### config.mk
export PLATFORM = sky130hd
export DESIGN_NAME = cp0_exc_ctrl_flat
export DESIGN_NICKNAME = d
export VERILOG_FILES = /design/src/rtl/cp0_pkg.sv /design/src/rtl/cp0_exc_ctrl_if.sv /design/src/rtl/cp0_timer.sv /design/src/rtl/cp0_exc_ctrl.sv /design/src/flat_wrapper.sv
export SDC_FILE = /design/constraint.sdc
export NUM_CORES = 1
export LEC_CHECK = 0
export ABC_AREA = 1
export CORE_ASPECT_RATIO = 1.4
export CORE_MARGIN = 5
export CORE_UTILIZATION = 25
export CTS_CLUSTER_SIZE = 20
export DETAILED_ROUTE_END_ITERATION = 7
export DONT_BUFFER_PORTS = 1
export GPL_TIMING_DRIVEN = 1
export PLACE_DENSITY_LB_ADDON = 0.05
export SYNTH_ARGS = -nofsm -noshare
export SYNTH_HDL_FRONTEND = slang
export SYNTH_SLANG_ARGS = --single-unit
### constraint.sdc
create_clock -name clk -period 4.11 [get_ports clk]
set_input_delay 0.822 -clock clk [delete_from_list [all_inputs] [get_ports clk]]
set_output_delay 0.822 -clock clk [all_outputs]
set_load 0.02 [all_outputs]
### src/rtl/cp0_pkg.sv
// cp0_pkg: CP0 register numbers, ExcCode values, Status/Cause field positions
// and the per-register MTC0 writable-bit mask.
package cp0_pkg;

    localparam logic [4:0] REG_BADVADDR = 5'd8;
    localparam logic [4:0] REG_COUNT    = 5'd9;
    localparam logic [4:0] REG_COMPARE  = 5'd11;
    localparam logic [4:0] REG_STATUS   = 5'd12;
    localparam logic [4:0] REG_CAUSE    = 5'd13;
    localparam logic [4:0] REG_EPC      = 5'd14;
    localparam logic [4:0] REG_PRID     = 5'd15;
    localparam logic [4:0] REG_CONFIG   = 5'd16;

    localparam logic [4:0] EXC_INT  = 5'd0;
    localparam logic [4:0] EXC_ADEL = 5'd4;
    localparam logic [4:0] EXC_ADES = 5'd5;
    localparam logic [4:0] EXC_SYS  = 5'd8;
    localparam logic [4:0] EXC_RI   = 5'd10;
    localparam logic [4:0] EXC_OV   = 5'd12;
    localparam logic [4:0] EXC_TR   = 5'd13;

    localparam int ST_IE     = 0;
    localparam int ST_EXL    = 1;
    localparam int ST_IM_LO  = 8;
    localparam int ST_IM_HI  = 15;
    localparam int CA_IP_LO  = 8;
    localparam int CA_IP_HI  = 15;
    localparam int CA_EXC_LO = 2;
    localparam int CA_EXC_HI = 6;
    localparam int CA_BD     = 31;

    localparam logic [31:0] STATUS_RST  = 32'h1000_0000;
    localparam logic [31:0] CONFIG_VAL  = 32'h0000_8000;
    localparam logic [31:0] CAUSE_WMASK = 32'h0000_0300;

    function automatic logic [31:0] wr_mask(input logic [4:0] addr);
        case (addr)
            REG_COUNT, REG_COMPARE, REG_STATUS, REG_EPC: wr_mask = 32'hFFFF_FFFF;
            REG_CAUSE:                                   wr_mask = CAUSE_WMASK;
            default:                                     wr_mask = 32'h0000_0000;
        endcase
    endfunction

endpackage

### src/rtl/cp0_exc_ctrl_if.sv
// cp0_exc_ctrl_if: MTC0/MFC0 port, committed exception/ERET inputs, interrupt
// lines and the flush/redirect outputs between the pipeline (master) and CP0 (slave).
interface cp0_exc_ctrl_if #(
    parameter int DATA_W     = 32,
    parameter int NUM_HW_INT = 6
);
    logic                  we_i;
    logic [4:0]            waddr_i;
    logic [4:0]            raddr_i;
    logic [DATA_W-1:0]     wdata_i;
    logic [DATA_W-1:0]     rdata_o;
    logic [NUM_HW_INT-1:0] int_i;
    logic                  exc_valid_i;
    logic [4:0]            exc_code_i;
    logic [DATA_W-1:0]     exc_pc_i;
    logic                  exc_bd_i;
    logic [DATA_W-1:0]     exc_badvaddr_i;
    logic                  eret_i;
    logic                  int_pending_o;
    logic                  timer_int_o;
    logic                  flush_o;
    logic [DATA_W-1:0]     new_pc_o;
    logic [DATA_W-1:0]     status_o;
    logic [DATA_W-1:0]     cause_o;
    logic [DATA_W-1:0]     epc_o;

    modport master (
        output we_i, waddr_i, raddr_i, wdata_i, int_i,
        output exc_valid_i, exc_code_i, exc_pc_i, exc_bd_i, exc_badvaddr_i, eret_i,
        input  rdata_o, int_pending_o, timer_int_o, flush_o, new_pc_o,
        input  status_o, cause_o, epc_o
    );

    modport slave (
        input  we_i, waddr_i, raddr_i, wdata_i, int_i,
        input  exc_valid_i, exc_code_i, exc_pc_i, exc_bd_i, exc_badvaddr_i, eret_i,
        output rdata_o, int_pending_o, timer_int_o, flush_o, new_pc_o,
        output status_o, cause_o, epc_o
    );
endinterface

### src/rtl/cp0_timer.sv
// cp0_timer: prescaled Count, Compare and sticky timer interrupt.
// Latency: writes visible next cycle; timer_int rises the cycle after Count==Compare.
// Backpressure: none, write strobes are accepted every cycle.
module cp0_timer #(
    parameter int DATA_W    = 32,
    parameter int COUNT_DIV = 1
) (
    input  logic              clk,
    input  logic              rst,
    input  logic              count_we,
    input  logic              compare_we,
    input  logic [DATA_W-1:0] wdata,
    output logic [DATA_W-1:0] count,
    output logic [DATA_W-1:0] compare,
    output logic              timer_int
);
    localparam int PW = (COUNT_DIV > 1) ? $clog2(COUNT_DIV) : 1;

    logic [PW-1:0] presc;
    logic          presc_wrap;
    logic          match;

    assign presc_wrap = (presc == PW'(COUNT_DIV - 1));
    assign match      = (count == compare) && (compare != '0);

    always_ff @(posedge clk) begin
        if (rst) begin
            presc     <= '0;
            count     <= '0;
            compare   <= '0;
            timer_int <= 1'b0;
        end else begin
            if (count_we) begin
                count <= wdata;
                presc <= '0;
            end else if (presc_wrap) begin
                count <= count + DATA_W'(1);
                presc <= '0;
            end else begin
                presc <= presc + PW'(1);
            end

            // A Compare write acknowledges the interrupt even if the match holds this cycle.
            if (compare_we) begin
                compare   <= wdata;
                timer_int <= 1'b0;
            end else if (match) begin
                timer_int <= 1'b1;
            end
        end
    end
endmodule

### src/rtl/cp0_exc_ctrl.sv
// cp0_exc_ctrl: MIPS32 CP0 register file and exception/ERET sequencer; CP0_BYPASS_EN adds same-cycle MTC0 read bypass.
// Latency: reads combinational; register updates next cycle; flush_o/new_pc_o one cycle after exc_valid_i/eret_i.
// Backpressure: none; every MTC0, exception and ERET is accepted in the cycle it is presented.
module cp0_exc_ctrl
    import cp0_pkg::*;
#(
    parameter int                DATA_W     = 32,
    parameter int                NUM_HW_INT = 6,
    parameter int                COUNT_DIV  = 1,
    parameter logic [DATA_W-1:0] EXC_VECTOR = 32'hBFC0_0380,
    parameter logic [DATA_W-1:0] PRID_VAL   = 32'h0144_0102
) (
    input logic           clk,
    input logic           rst,
    cp0_exc_ctrl_if.slave bus
);
    logic [DATA_W-1:0] status_q;
    logic [DATA_W-1:0] epc_q;
    logic [DATA_W-1:0] badvaddr_q;
    logic              cause_bd;
    logic [4:0]        cause_exc;
    logic [1:0]        ip_sw;
    logic [5:0]        ip_hw;
    logic              flush_q;
    logic [DATA_W-1:0] new_pc_q;

    logic [DATA_W-1:0] count;
    logic [DATA_W-1:0] compare;
    logic              timer_int;
    logic [DATA_W-1:0] cause_val;
    logic [DATA_W-1:0] rd_raw;
    logic [DATA_W-1:0] rd_val;

    logic wr_status;
    logic wr_cause;
    logic wr_epc;

    assign wr_status = bus.we_i && (bus.waddr_i == REG_STATUS);
    assign wr_cause  = bus.we_i && (bus.waddr_i == REG_CAUSE);
    assign wr_epc    = bus.we_i && (bus.waddr_i == REG_EPC);

    cp0_timer #(
        .DATA_W    (DATA_W),
        .COUNT_DIV (COUNT_DIV)
    ) u_timer (
        .clk        (clk),
        .rst        (rst),
        .count_we   (bus.we_i && (bus.waddr_i == REG_COUNT)),
        .compare_we (bus.we_i && (bus.waddr_i == REG_COMPARE)),
        .wdata      (bus.wdata_i),
        .count      (count),
        .compare    (compare),
        .timer_int  (timer_int)
    );

    always_comb begin
        cause_val                        = '0;
        cause_val[CA_BD]                 = cause_bd;
        cause_val[CA_IP_HI:CA_IP_LO]     = {ip_hw[5] | timer_int, ip_hw[4:0], ip_sw};
        cause_val[CA_EXC_HI:CA_EXC_LO]   = cause_exc;
    end

    // Exception beats ERET beats MTC0 on Status/Cause/EPC; Count/Compare writes are never blocked.
    always_ff @(posedge clk) begin
        if (rst) begin
            status_q   <= DATA_W'(STATUS_RST);
            epc_q      <= '0;
            badvaddr_q <= '0;
            cause_bd   <= 1'b0;
            cause_exc  <= '0;
            ip_sw      <= '0;
            ip_hw      <= '0;
            flush_q    <= 1'b0;
            new_pc_q   <= '0;
        end else begin
            ip_hw   <= 6'(bus.int_i);
            flush_q <= bus.exc_valid_i | bus.eret_i;
            if (bus.exc_valid_i) begin
                if (!status_q[ST_EXL]) begin
                    epc_q    <= bus.exc_pc_i - (bus.exc_bd_i ? DATA_W'(4) : '0);
                    cause_bd <= bus.exc_bd_i;
                end
                status_q[ST_EXL] <= 1'b1;
                cause_exc        <= bus.exc_code_i;
                if ((bus.exc_code_i == EXC_ADEL) || (bus.exc_code_i == EXC_ADES))
                    badvaddr_q <= bus.exc_badvaddr_i;
                new_pc_q <= EXC_VECTOR;
            end else if (bus.eret_i) begin
                status_q[ST_EXL] <= 1'b0;
                new_pc_q         <= epc_q;
            end else begin
                if (wr_status) status_q <= bus.wdata_i;
                if (wr_cause)  ip_sw    <= bus.wdata_i[CA_IP_LO +: 2];
                if (wr_epc)    epc_q    <= bus.wdata_i;
            end
        end
    end

    always_comb begin
        rd_raw = '0;
        case (bus.raddr_i)
            REG_BADVADDR: rd_raw = badvaddr_q;
            REG_COUNT:    rd_raw = count;
            REG_COMPARE:  rd_raw = compare;
            REG_STATUS:   rd_raw = status_q;
            REG_CAUSE:    rd_raw = cause_val;
            REG_EPC:      rd_raw = epc_q;
            REG_PRID:     rd_raw = PRID_VAL;
            REG_CONFIG:   rd_raw = DATA_W'(CONFIG_VAL);
            default:      rd_raw = '0;
        endcase
    end

`ifdef CP0_BYPASS_EN
    logic [DATA_W-1:0] byp_mask;
    assign byp_mask = DATA_W'(wr_mask(bus.waddr_i));
    assign rd_val   = (bus.we_i && (bus.raddr_i == bus.waddr_i))
                    ? ((rd_raw & ~byp_mask) | (bus.wdata_i & byp_mask))
                    : rd_raw;
`else
    assign rd_val = rd_raw;
`endif

    assign bus.rdata_o       = rst ? '0 : rd_val;
    assign bus.int_pending_o = status_q[ST_IE] & ~status_q[ST_EXL]
                             & (|(cause_val[CA_IP_HI:CA_IP_LO] & status_q[ST_IM_HI:ST_IM_LO]));
    assign bus.timer_int_o   = timer_int;
    assign bus.flush_o       = flush_q;
    assign bus.new_pc_o      = new_pc_q;
    assign bus.status_o      = status_q;
    assign bus.cause_o       = cause_val;
    assign bus.epc_o         = epc_q;
endmodule

### src/flat_wrapper.sv
// flat-port wrapper written by rule: the top's interface ports become plain ports
module cp0_exc_ctrl_flat import cp0_pkg::*;
#(
    parameter int                DATA_W     = 32,
    parameter int                NUM_HW_INT = 6,
    parameter int                COUNT_DIV  = 1,
    parameter logic [DATA_W-1:0] EXC_VECTOR = 32'hBFC0_0380,
    parameter logic [DATA_W-1:0] PRID_VAL   = 32'h0144_0102
)
  (clk, rst, bus_we_i, bus_waddr_i, bus_raddr_i, bus_wdata_i, bus_int_i, bus_exc_valid_i, bus_exc_code_i, bus_exc_pc_i, bus_exc_bd_i, bus_exc_badvaddr_i, bus_eret_i, bus_rdata_o, bus_int_pending_o, bus_timer_int_o, bus_flush_o, bus_new_pc_o, bus_status_o, bus_cause_o, bus_epc_o);
  cp0_exc_ctrl_if #(.DATA_W(DATA_W), .NUM_HW_INT(NUM_HW_INT)) bus_i ();
  input logic clk;
  input logic rst;
  input wire logic [$bits(bus_i.we_i)-1:0] bus_we_i;
  input wire logic [$bits(bus_i.waddr_i)-1:0] bus_waddr_i;
  input wire logic [$bits(bus_i.raddr_i)-1:0] bus_raddr_i;
  input wire logic [$bits(bus_i.wdata_i)-1:0] bus_wdata_i;
  input wire logic [$bits(bus_i.int_i)-1:0] bus_int_i;
  input wire logic [$bits(bus_i.exc_valid_i)-1:0] bus_exc_valid_i;
  input wire logic [$bits(bus_i.exc_code_i)-1:0] bus_exc_code_i;
  input wire logic [$bits(bus_i.exc_pc_i)-1:0] bus_exc_pc_i;
  input wire logic [$bits(bus_i.exc_bd_i)-1:0] bus_exc_bd_i;
  input wire logic [$bits(bus_i.exc_badvaddr_i)-1:0] bus_exc_badvaddr_i;
  input wire logic [$bits(bus_i.eret_i)-1:0] bus_eret_i;
  output wire logic [$bits(bus_i.rdata_o)-1:0] bus_rdata_o;
  output wire logic [$bits(bus_i.int_pending_o)-1:0] bus_int_pending_o;
  output wire logic [$bits(bus_i.timer_int_o)-1:0] bus_timer_int_o;
  output wire logic [$bits(bus_i.flush_o)-1:0] bus_flush_o;
  output wire logic [$bits(bus_i.new_pc_o)-1:0] bus_new_pc_o;
  output wire logic [$bits(bus_i.status_o)-1:0] bus_status_o;
  output wire logic [$bits(bus_i.cause_o)-1:0] bus_cause_o;
  output wire logic [$bits(bus_i.epc_o)-1:0] bus_epc_o;
  assign bus_i.we_i = bus_we_i;
  assign bus_i.waddr_i = bus_waddr_i;
  assign bus_i.raddr_i = bus_raddr_i;
  assign bus_i.wdata_i = bus_wdata_i;
  assign bus_i.int_i = bus_int_i;
  assign bus_i.exc_valid_i = bus_exc_valid_i;
  assign bus_i.exc_code_i = bus_exc_code_i;
  assign bus_i.exc_pc_i = bus_exc_pc_i;
  assign bus_i.exc_bd_i = bus_exc_bd_i;
  assign bus_i.exc_badvaddr_i = bus_exc_badvaddr_i;
  assign bus_i.eret_i = bus_eret_i;
  assign bus_rdata_o = bus_i.rdata_o;
  assign bus_int_pending_o = bus_i.int_pending_o;
  assign bus_timer_int_o = bus_i.timer_int_o;
  assign bus_flush_o = bus_i.flush_o;
  assign bus_new_pc_o = bus_i.new_pc_o;
  assign bus_status_o = bus_i.status_o;
  assign bus_cause_o = bus_i.cause_o;
  assign bus_epc_o = bus_i.epc_o;
  cp0_exc_ctrl #(.DATA_W(DATA_W), .NUM_HW_INT(NUM_HW_INT), .COUNT_DIV(COUNT_DIV), .EXC_VECTOR(EXC_VECTOR), .PRID_VAL(PRID_VAL)) u_core (.clk(clk), .rst(rst), .bus(bus_i));
endmodule
==> out/summary.md, run 1 <==
The element type at the critical path end is an output port. In the routed layout, each cell is associated on average with a via count of 4.95. The internal power of the cells totals 0.00355 W.

The synthesized netlist contains 38 unique library cells. Buffering stage count on the worst path with inverters included: 4. In this run, synthesis inferred 0 flip-flops with an integrated enable. For this run, the number of Yosys warnings is 0. The smallest clock period supported by the final layout is computed as 3440 ps. Of the available clock period, the critical path in the final layout requires 83.8%. For the maximum number of pins on one net before global-route repair, the log shows 103. sky130_fd_sc_hd__dfxtp_1 takes more of the synthesized area than any other cell.

Walking the worst path, the cells encountered are inv_1, nor2_1, nand3_1, inv_1, buf_4, nand2_1, nand2_1, nor2_1, a31oi_1, buf_4. The largest fanout on the critical path works out to 14. Counting the buffers created by CTS gives 25.

Ranked by total cell area, the synthesized netlist is headed by sky130_fd_sc_hd__dfxtp_1, sky130_fd_sc_hd__nand2_1, sky130_fd_sc_hd__a21oi_1, sky130_fd_sc_hd__nor2_1, sky130_fd_sc_hd__o21ai_0. The worst pin sits at a relative slew slack of 18.8%. The floorplan step defined a die boundary enclosing 50600 µm². The count of nets left with antenna violations once routing finished came out at 0. OpenSTA, run right after detailed placement, puts the worst setup slack at 624 ps. After technology mapping, the gate count stands at 1765.

I/O pin count: 286. The slew at the pin with the worst max-slew slack came out at 1210 ps. In this run the power spent charging and discharging nets is 0.00141 W.

The final routed wire length divided by cell count is 25.6 µm. Most frequently used flop master after synthesis: sky130_fd_sc_hd__dfxtp_1. The net count of the finished layout is 1882. The slowest library cell on the worst path was sky130_fd_sc_hd__nand3_1.

The die is 264 µm tall. Data on the critical path is required at its endpoint by 3290 ps. The run gives 47.9 mm as the detailed-placement wirelength estimate.

The biggest cell delay along the critical path is 350 ps, and the area fraction of the dominant cell type after synthesis is 36.3%. The run finished with clean final reports. Clock-pin slew was measured on the worst setup and hold paths at 60 ps. The type of the tightest min-delay check is in -> reg.

The first-pass GRT wire length was 86.5 mm. For the worst setup path, the data arrival time is 2620 ps. Clock tree synthesis found a total of 209 sinks.

The global placement routability congestion is 0.958, and the number of gates resized after CTS is 0. The detailed router's first-iteration violation count is 855. The critical path is of the in -> out type. For this block, the routed nets add up to 61.3 mm of wire. The proportion of power drawn by flip-flops and latches came out at 45.0%. The number of antenna violations at the first check in global routing is 7, and the count of port buffers added during placement is 0.

The clock latency reported for the late side of the worst-skew pair is 560 ps. VDD sags by at most 219 µV. The clock passes through at most 3 buffers. In this run the horizontal extent of the chip is 192 µm. Net switching is 28.4% of the power. The highest clock rate was 290 MHz; the async set-reset flop share out of synthesis was 0%.

The synthesis-to-finish area growth is 12.9%. The commonest cells after synthesis are sky130_fd_sc_hd__nand2_1, sky130_fd_sc_hd__nor2_1, sky130_fd_sc_hd__inv_1. The number of core rows is 93. In this run the post-CTS setup repair buffer count came out at 0. The first-pass iteration count of the detailed router came out at 5. The tools report the clock root buffer as sky130_fd_sc_hd__clkbuf_16. The cell with the most instances after synthesis was sky130_fd_sc_hd__nand2_1. Across every metal layer, demand over resource in global routing totals 23.3%.

The power density over the cells was 381 nW/µm²; the hold buffer count at cts was 0. The relative contribution of the clock network to total power was 46.8%; the total negative slack was 0 ps. Setup violations remaining at the end of the flow were counted as 0.

For this block, the via count after detailed routing is 11800. Top cell family by delay on the critical path: simple AND/OR/NAND/NOR gates. The logs give 1 for the count of H-tree levels built during CTS and 0 for the total congestion overflow. The tools report the final-report max-slew violation count as 0. For this run, design rule violations remaining after detail routing come to 0. The finished layout holds 2392 standard cells, fillers aside. Each instance of the synthesized netlist takes up on average 6.54 µm².

For the number of global-route vias before repair, the log shows 11800. For this run, the register share of the synthesized area comes to 36.3%. The initial utilization of the core area, before any placement, comes to 25.2%.

Combinational logic is responsible for 8.2% of the overall power. Of the cells placed in the final design, the portion with a size suffix greater than 1 is 7.22%. The netlist area before placement was 11500 µm². TritonCTS built the clock tree. Setup repair after global routing left no endpoint under its margin.

The run gives 45800 µm² as the area of the core. The count of final hold-check violations was 0. The synthesized design contains 209 register bits.

The leakage dissipation was 4.86 nW; the number of placed cells counting well taps was 2346. Across the run, the number of max-cap violations was 0. The worst setup path is launched from a primary input.

On the final layout, the worst clock skew is 25.1 ps. Worst-case setup margin in the final layout: 665 ps.
-- metal layers --
layer  wire length (µm)  vias up  track usage [%]
li1                   -     5730                -
met4               2320        8             8.29
met1              23500     5636             26.8
met5                 53        -                0
met3               3880       98             5.22
met2              31500      367             42.2
-- area by class of cell --
cell class | count | area [µm²]
Clock inverter | 11 | 136
Inverter | 224 | 842
Multi-Input combinational cell | 1238 | 5980
Timing Repair Buffer | 58 | 435
Tap cell | 617 | 772
Clock buffer | 33 | 676
Antenna cell | 2 | 5.00
Fill cell | 5243 | 32800
Sequential cell | 209 | 4180
-- stage by stage --
stage | util (%) | hold slack [ps] | power, W | cell area, µm²
final | 28.4 | 334 | 0.00496 | 13000
after global routing | 28.4 | 316 | 0.00514 | 13000
after detailed placement | 26.6 | 442 | 0.00269 | 12200
after CTS | 28.4 | 321 | 0.00503 | 13000
after floorplan | - | 425 | 0.00255 | 11600
after global placement | 26.6 | 438 | 0.00269 | 12200
-- registers in the layout (all words and copies together), names as in the netlist --
register                  count
u_core.u_timer.compare       32
u_core.u_timer.presc          1
u_core.u_timer.timer_int      1
u_core.bus.new_pc_o          32
u_core.cause_bd               1
u_core.badvaddr_q            32
u_core.u_timer.count         32
u_core.bus.status_o          32
u_core.bus.epc_o             32
u_core.bus.flush_o            1
u_core.ip_hw                  6
u_core.cause_exc              5
u_core.ip_sw                  2
-- power by group through the flow --
stage	clock [W]	combinational, W	sequential (W)
floorplan	0	0.000313	0.00223
global placement	0	0.000412	0.00228
detailed placement	0	0.000411	0.00228
CTS	0.00238	0.000413	0.00223
global route	0.00245	0.000454	0.00224
finish	0.00232	0.000407	0.00223
-- layout by cell type, fill, tap and decap left out, drive strengths merged --
cell type    n
conb        19
xnor2       26
diode        2
nand2      323
bufinv       3
nor3        18
ha           3
a211oi      29
or2          3
nor4         2
nor2       245
buf         58
nand4       12
xor2        20
clkinvlp     1
a31oi       20
o22ai       61
inv        224
o21bai       2
dfxtp      209
a221oi       1
clkinv       7
nand3b       2
clkbuf      33
o211ai       2
nand3       86
a21oi      194
o21ai      170
-- logic make-up (layout without fill, tap and decap cells) --
group / after synthesis / in the layout / synth area share [%]
AND/OR/NAND/NOR: 691 / 691 / 24.9
AO/OA/AOI/OAI: 479 / 479 / 22.4
buffers and inverters: 336 / 326 / 12.5
flip-flops: 209 / 209 / 36.3
XOR/XNOR: 46 / 46 / 3.49
adder cells (fa/ha/maj): 3 / 3 / 0.325
other: 1 / 21 / 0.0325
-- final timing paths --
path	start	to	slack, ps	depth (start not counted)
worst max-delay path	bus_raddr_i[3]	bus_rdata_o[13]	670	10
worst min register to register	u_core.badvaddr_q[8]	u_core.badvaddr_q[8]	450	2
worst min-delay path	rst	u_core.bus.epc_o[13]	330	1
worst max register to register	u_core.u_timer.count[0]	u_core.u_timer.count[16]	1770	7
No activity file was read; power rests on OpenSTA's default activity.
==> inputs of run 2 (changes only) <==
==> constraint.sdc (replaced) <==
create_clock -name clk -period 3.2 [get_ports clk]
set_input_delay 0.64 -clock clk [delete_from_list [all_inputs] [get_ports clk]]
set_output_delay 0.64 -clock clk [all_outputs]
set_load 0.02 [all_outputs]
==> run 2 against run 1 <==
Against the previous run:
- die area is the same
- routed wire length about the same
- non-clock buffer count rose by 11
- critical path depth fell by 5
- critical endpoint is now bus_rdata_o[0]
==> out/summary.md, run 2 (synthesized netlist as in run 1, its figures left out) <==
The tools report the first-pass iteration count of the detailed router as 5 (unchanged). The synthesis-to-finish area growth is 15.0% (was 12.9%). Setup repair after global routing left no endpoint under its margin. The logs give 0 (unchanged) for the count of final hold-check violations and 103 (unchanged) for the maximum number of pins on one net before global-route repair. For the worst relative slew slack, the log shows 35.4% (was 18.8%). The final clock period utilization by the worst path was 88.0%; the clock latency reported for the late side of the worst-skew pair was 550 ps (was 560 ps).

The I/O pin count was 286 (unchanged). The tools report the data required time at the worst endpoint as 2560 ps (was 3290 ps). The flow ran to the end, and the final reports show no timing, DRC or antenna violations.

The relative contribution of the clock network to total power is 49.3% (was 46.8%). The type of the tightest min-delay check was in -> reg (unchanged). The area of the core was 45800 µm² (unchanged).

The power density over the cells was 506 nW/µm² (was 381 nW/µm²). The type of origin of the critical path was a flop (was a primary input). The leakage dissipation was 4.99 nW (was 4.86 nW); the hold buffer count at cts was 0 (unchanged). The biggest cell delay along the critical path works out to 510 ps (was 350 ps).

The clock root buffer was sky130_fd_sc_hd__clkbuf_16 (unchanged). The largest fanout on the critical path is 3 (was 14). Number of fill cells: 5209 (was 5243). For the combinational power share, the log shows 8.1% (was 8.2%).

Length in cells of the worst reg-to-reg path: 8 (was 7). The internal power of the cells came out at 0.00485 W (was 0.00355 W). TritonCTS built the clock tree. The number of stages on the worst hold path is 1 (unchanged), and the total setup violations reported at the end of the flow is 0 (unchanged). The number of nets in the final layout is 1894 (was 1882), and the maximum buffer depth of the clock tree is 3 (unchanged). Buffering stage count on the worst path with inverters included: 2 (was 4). Cells along the critical path: inv_1, o22ai_1, a211oi_1, nor2_1, buf_4 (was inv_1, nor2_1, nand3_1, inv_1, buf_4, nand2_1, nand2_1, nor2_1, a31oi_1, buf_4). The setup slack after placement was 349 ps (was 624 ps). The y dimension of the die came out at 264 µm (unchanged). First-pass GRT wire length: 87.2 mm (was 86.5 mm). The tools report the number of sinks handled by clock tree synthesis as 209 (unchanged). The via density per instance works out to 4.89 (was 4.95). For the detailed router's first-iteration violation count, the log shows 790 (was 855). The critical path class is reg -> out (was in -> out). The leading cell type in the layout, fill and taps excluded was sky130_fd_sc_hd__nand2_1 (unchanged). The width of the chip was 192 µm (unchanged); the worst clock skew on the final layout was 16.2 ps (was 25.1 ps). The total net switching power is 0.00186 W (was 0.00141 W). Element type at the critical path end: an output port (unchanged).

For the total congestion overflow, the log shows 0 (unchanged). The switching part of the total was 27.8% (was 28.4%). The final-report max-slew violation count is 0 (unchanged).

The number of gates resized after CTS is 0 (unchanged). Slowest library cell on the worst path: sky130_fd_sc_hd__dfxtp_1 (was sky130_fd_sc_hd__nand3_1). For the count of H-tree levels built during CTS, the log shows 1 (unchanged). The clock transition at the registers of the reported paths came out at 60 ps (about the same). Total negative slack: 0 ps (unchanged). Based on the critical path, the design can be clocked at up to 355 MHz. The final routed wire length divided by cell count is 25.5 µm (was 25.6 µm). The tools report the reg-to-reg endpoint as u_core.u_timer.count[26] (was u_core.u_timer.count[16]).

The ratio of cells with drive above 1 in the final layout is 8.28% (was 7.22%). The global placement routability congestion came out at 0.932 (was 0.958). The remaining antenna violation count after routing is 0 (unchanged), and the total wire length is 61.3 mm (about the same). The CTS buffer count was 26 (was 25); the worst-case setup margin in the final layout was 385 ps (was 665 ps). The global router's overall resource usage came out at 23.5% (was 23.3%).

Commonest non-fill, non-tap cells in the layout: sky130_fd_sc_hd__nand2_1, sky130_fd_sc_hd__nor2_1, sky130_fd_sc_hd__inv_1, sky130_fd_sc_hd__dfxtp_1, sky130_fd_sc_hd__a21oi_1 (unchanged). The minimum hold slack came out at 157 ps (was 334 ps). The number of buffers inserted to repair setup after CTS is 0 (unchanged). The number of core rows was 93 (unchanged); the count of port buffers added during placement was 0 (unchanged).

The arrival time of the worst setup path came out at 2170 ps (was 2620 ps). Count of maximum capacitance violations: 0 (unchanged). Proportion of power drawn by flip-flops and latches: 42.5% (was 45.0%). The tools report the flop-to-flop setup slack as 960 ps (was 1770 ps).

The startpoint of the most critical hold path is rst (unchanged). For the number of antenna violations at the first check in global routing, the log shows 6 (was 7). The top cell family by delay on the critical path was flip-flops (was simple AND/OR/NAND/NOR gates).

The shortest period the worst path allows came out at 2810 ps. The tools report the launching point of the worst reg2reg path as u_core.u_timer.count[4] (was u_core.u_timer.count[0]). The tools report the number of DRC violations after detailed routing as 0 (unchanged).

The slew at the pin with the worst max-slew slack is 968 ps (was 1210 ps). The tools report the number of global-route vias before repair as 11700 (was 11800). For the vias after detailed routing, the log shows 11800 (about the same).

The hold path endpoint was u_core.bus.epc_o[13] (unchanged). The detailed-placement wirelength estimate was 48.1 mm (was 47.9 mm). The logs give 396 µV (was 219 µV) for the maximum vdd ir drop and 25.2% (unchanged) for the starting density of the core.

For the area enclosed by the die boundary, the log shows 50600 µm² (unchanged).
-- run 2: cell types whose count changed in the layout (fill, tap and decap cells not counted) --
cell                         previous run  this run
sky130_fd_sc_hd__buf_12                 0         2
sky130_fd_sc_hd__buf_4                 58        67
sky130_fd_sc_hd__bufinv_16              3         5
sky130_fd_sc_hd__clkbuf_1               6         1
sky130_fd_sc_hd__clkbuf_16             25        27
sky130_fd_sc_hd__clkbuf_8               2         3
sky130_fd_sc_hd__clkinv_2               7        11
sky130_fd_sc_hd__clkinvlp_4             1         2
sky130_fd_sc_hd__diode_2                2         3
sky130_fd_sc_hd__inv_6                  1         0
-- run 2: worst register-to-register path, cell delays in order, from the launching register on --
cell	delay, ps
sky130_fd_sc_hd__dfxtp_1	630
sky130_fd_sc_hd__nand2_1	160
sky130_fd_sc_hd__nor3_1	320
sky130_fd_sc_hd__nand2_1	200
sky130_fd_sc_hd__nor2_1	440
sky130_fd_sc_hd__nand3_1	140
sky130_fd_sc_hd__nand2_1	90
sky130_fd_sc_hd__nand2_1	50
sky130_fd_sc_hd__a21oi_1	140
-- run 2: final cells by class --
class / instances / area [µm²] / area share, %
antenna: 3 / 7.51 / 0.0566
clock inverter: 17 / 215 / 1.62
tap: 617 / 772 / 5.82
timing repair buffer: 69 / 543 / 4.10
inverter: 224 / 842 / 6.35
clock buffer: 31 / 721 / 5.43
sequential: 209 / 4180 / 31.6
multi-input combinational: 1238 / 5980 / 45.1
-- run 2: worst max path at each step --
| stage | startpoint | endpoint | slack, ps | cells after the start |
|---|---|---|---|---|
| CTS | u_core.bus.epc_o[0] | bus_rdata_o[0] | 260 | 5 |
| detailed placement | bus_raddr_i[3] | bus_rdata_o[0] | 350 | 8 |
| global placement | bus_raddr_i[3] | bus_rdata_o[0] | 350 | 8 |
| floorplan | bus_raddr_i[3] | bus_rdata_o[2] | 750 | 8 |
| global route | u_core.u_timer.timer_int | bus_rdata_o[15] | 300 | 6 |
| finish | u_core.bus.epc_o[0] | bus_rdata_o[0] | 390 | 5 |
-- run 2: layer usage --
| layer | routed length (µm) | vias to the layer above | GRT usage [%] |
|---|---|---|---|
| met1 | 23300 | 5585 | 26.2 |
| met4 | 1660 | 8 | 6.45 |
| met5 | 55 | - | 0 |
| met3 | 4010 | 78 | 5.88 |
| met2 | 32300 | 344 | 43.8 |
| li1 | - | 5750 | - |
-- run 2: through the flow --
step           util (%)  cells  power, W  area, µm²
2_1_floorplan         -   1783   0.00327      11600
3_3_place_gp       26.9   2357   0.00347      12300
3_5_place_dp       26.9   2357   0.00347      12300
4_1_cts            28.9   2405   0.00681      13300
5_1_grt            28.9   2405   0.00696      13300
6_report           28.9   2408   0.00671      13300
-- run 2: power by group through the flow --
stage | registers (W) | logic (W) | clock network [W]
after detailed placement | 0.00292 | 0.000551 | 0
after global routing | 0.00286 | 0.000606 | 0.00349
final | 0.00285 | 0.000547 | 0.00331
after floorplan | 0.00287 | 0.000402 | 0
after global placement | 0.00292 | 0.000552 | 0
after CTS | 0.00286 | 0.000554 | 0.00340
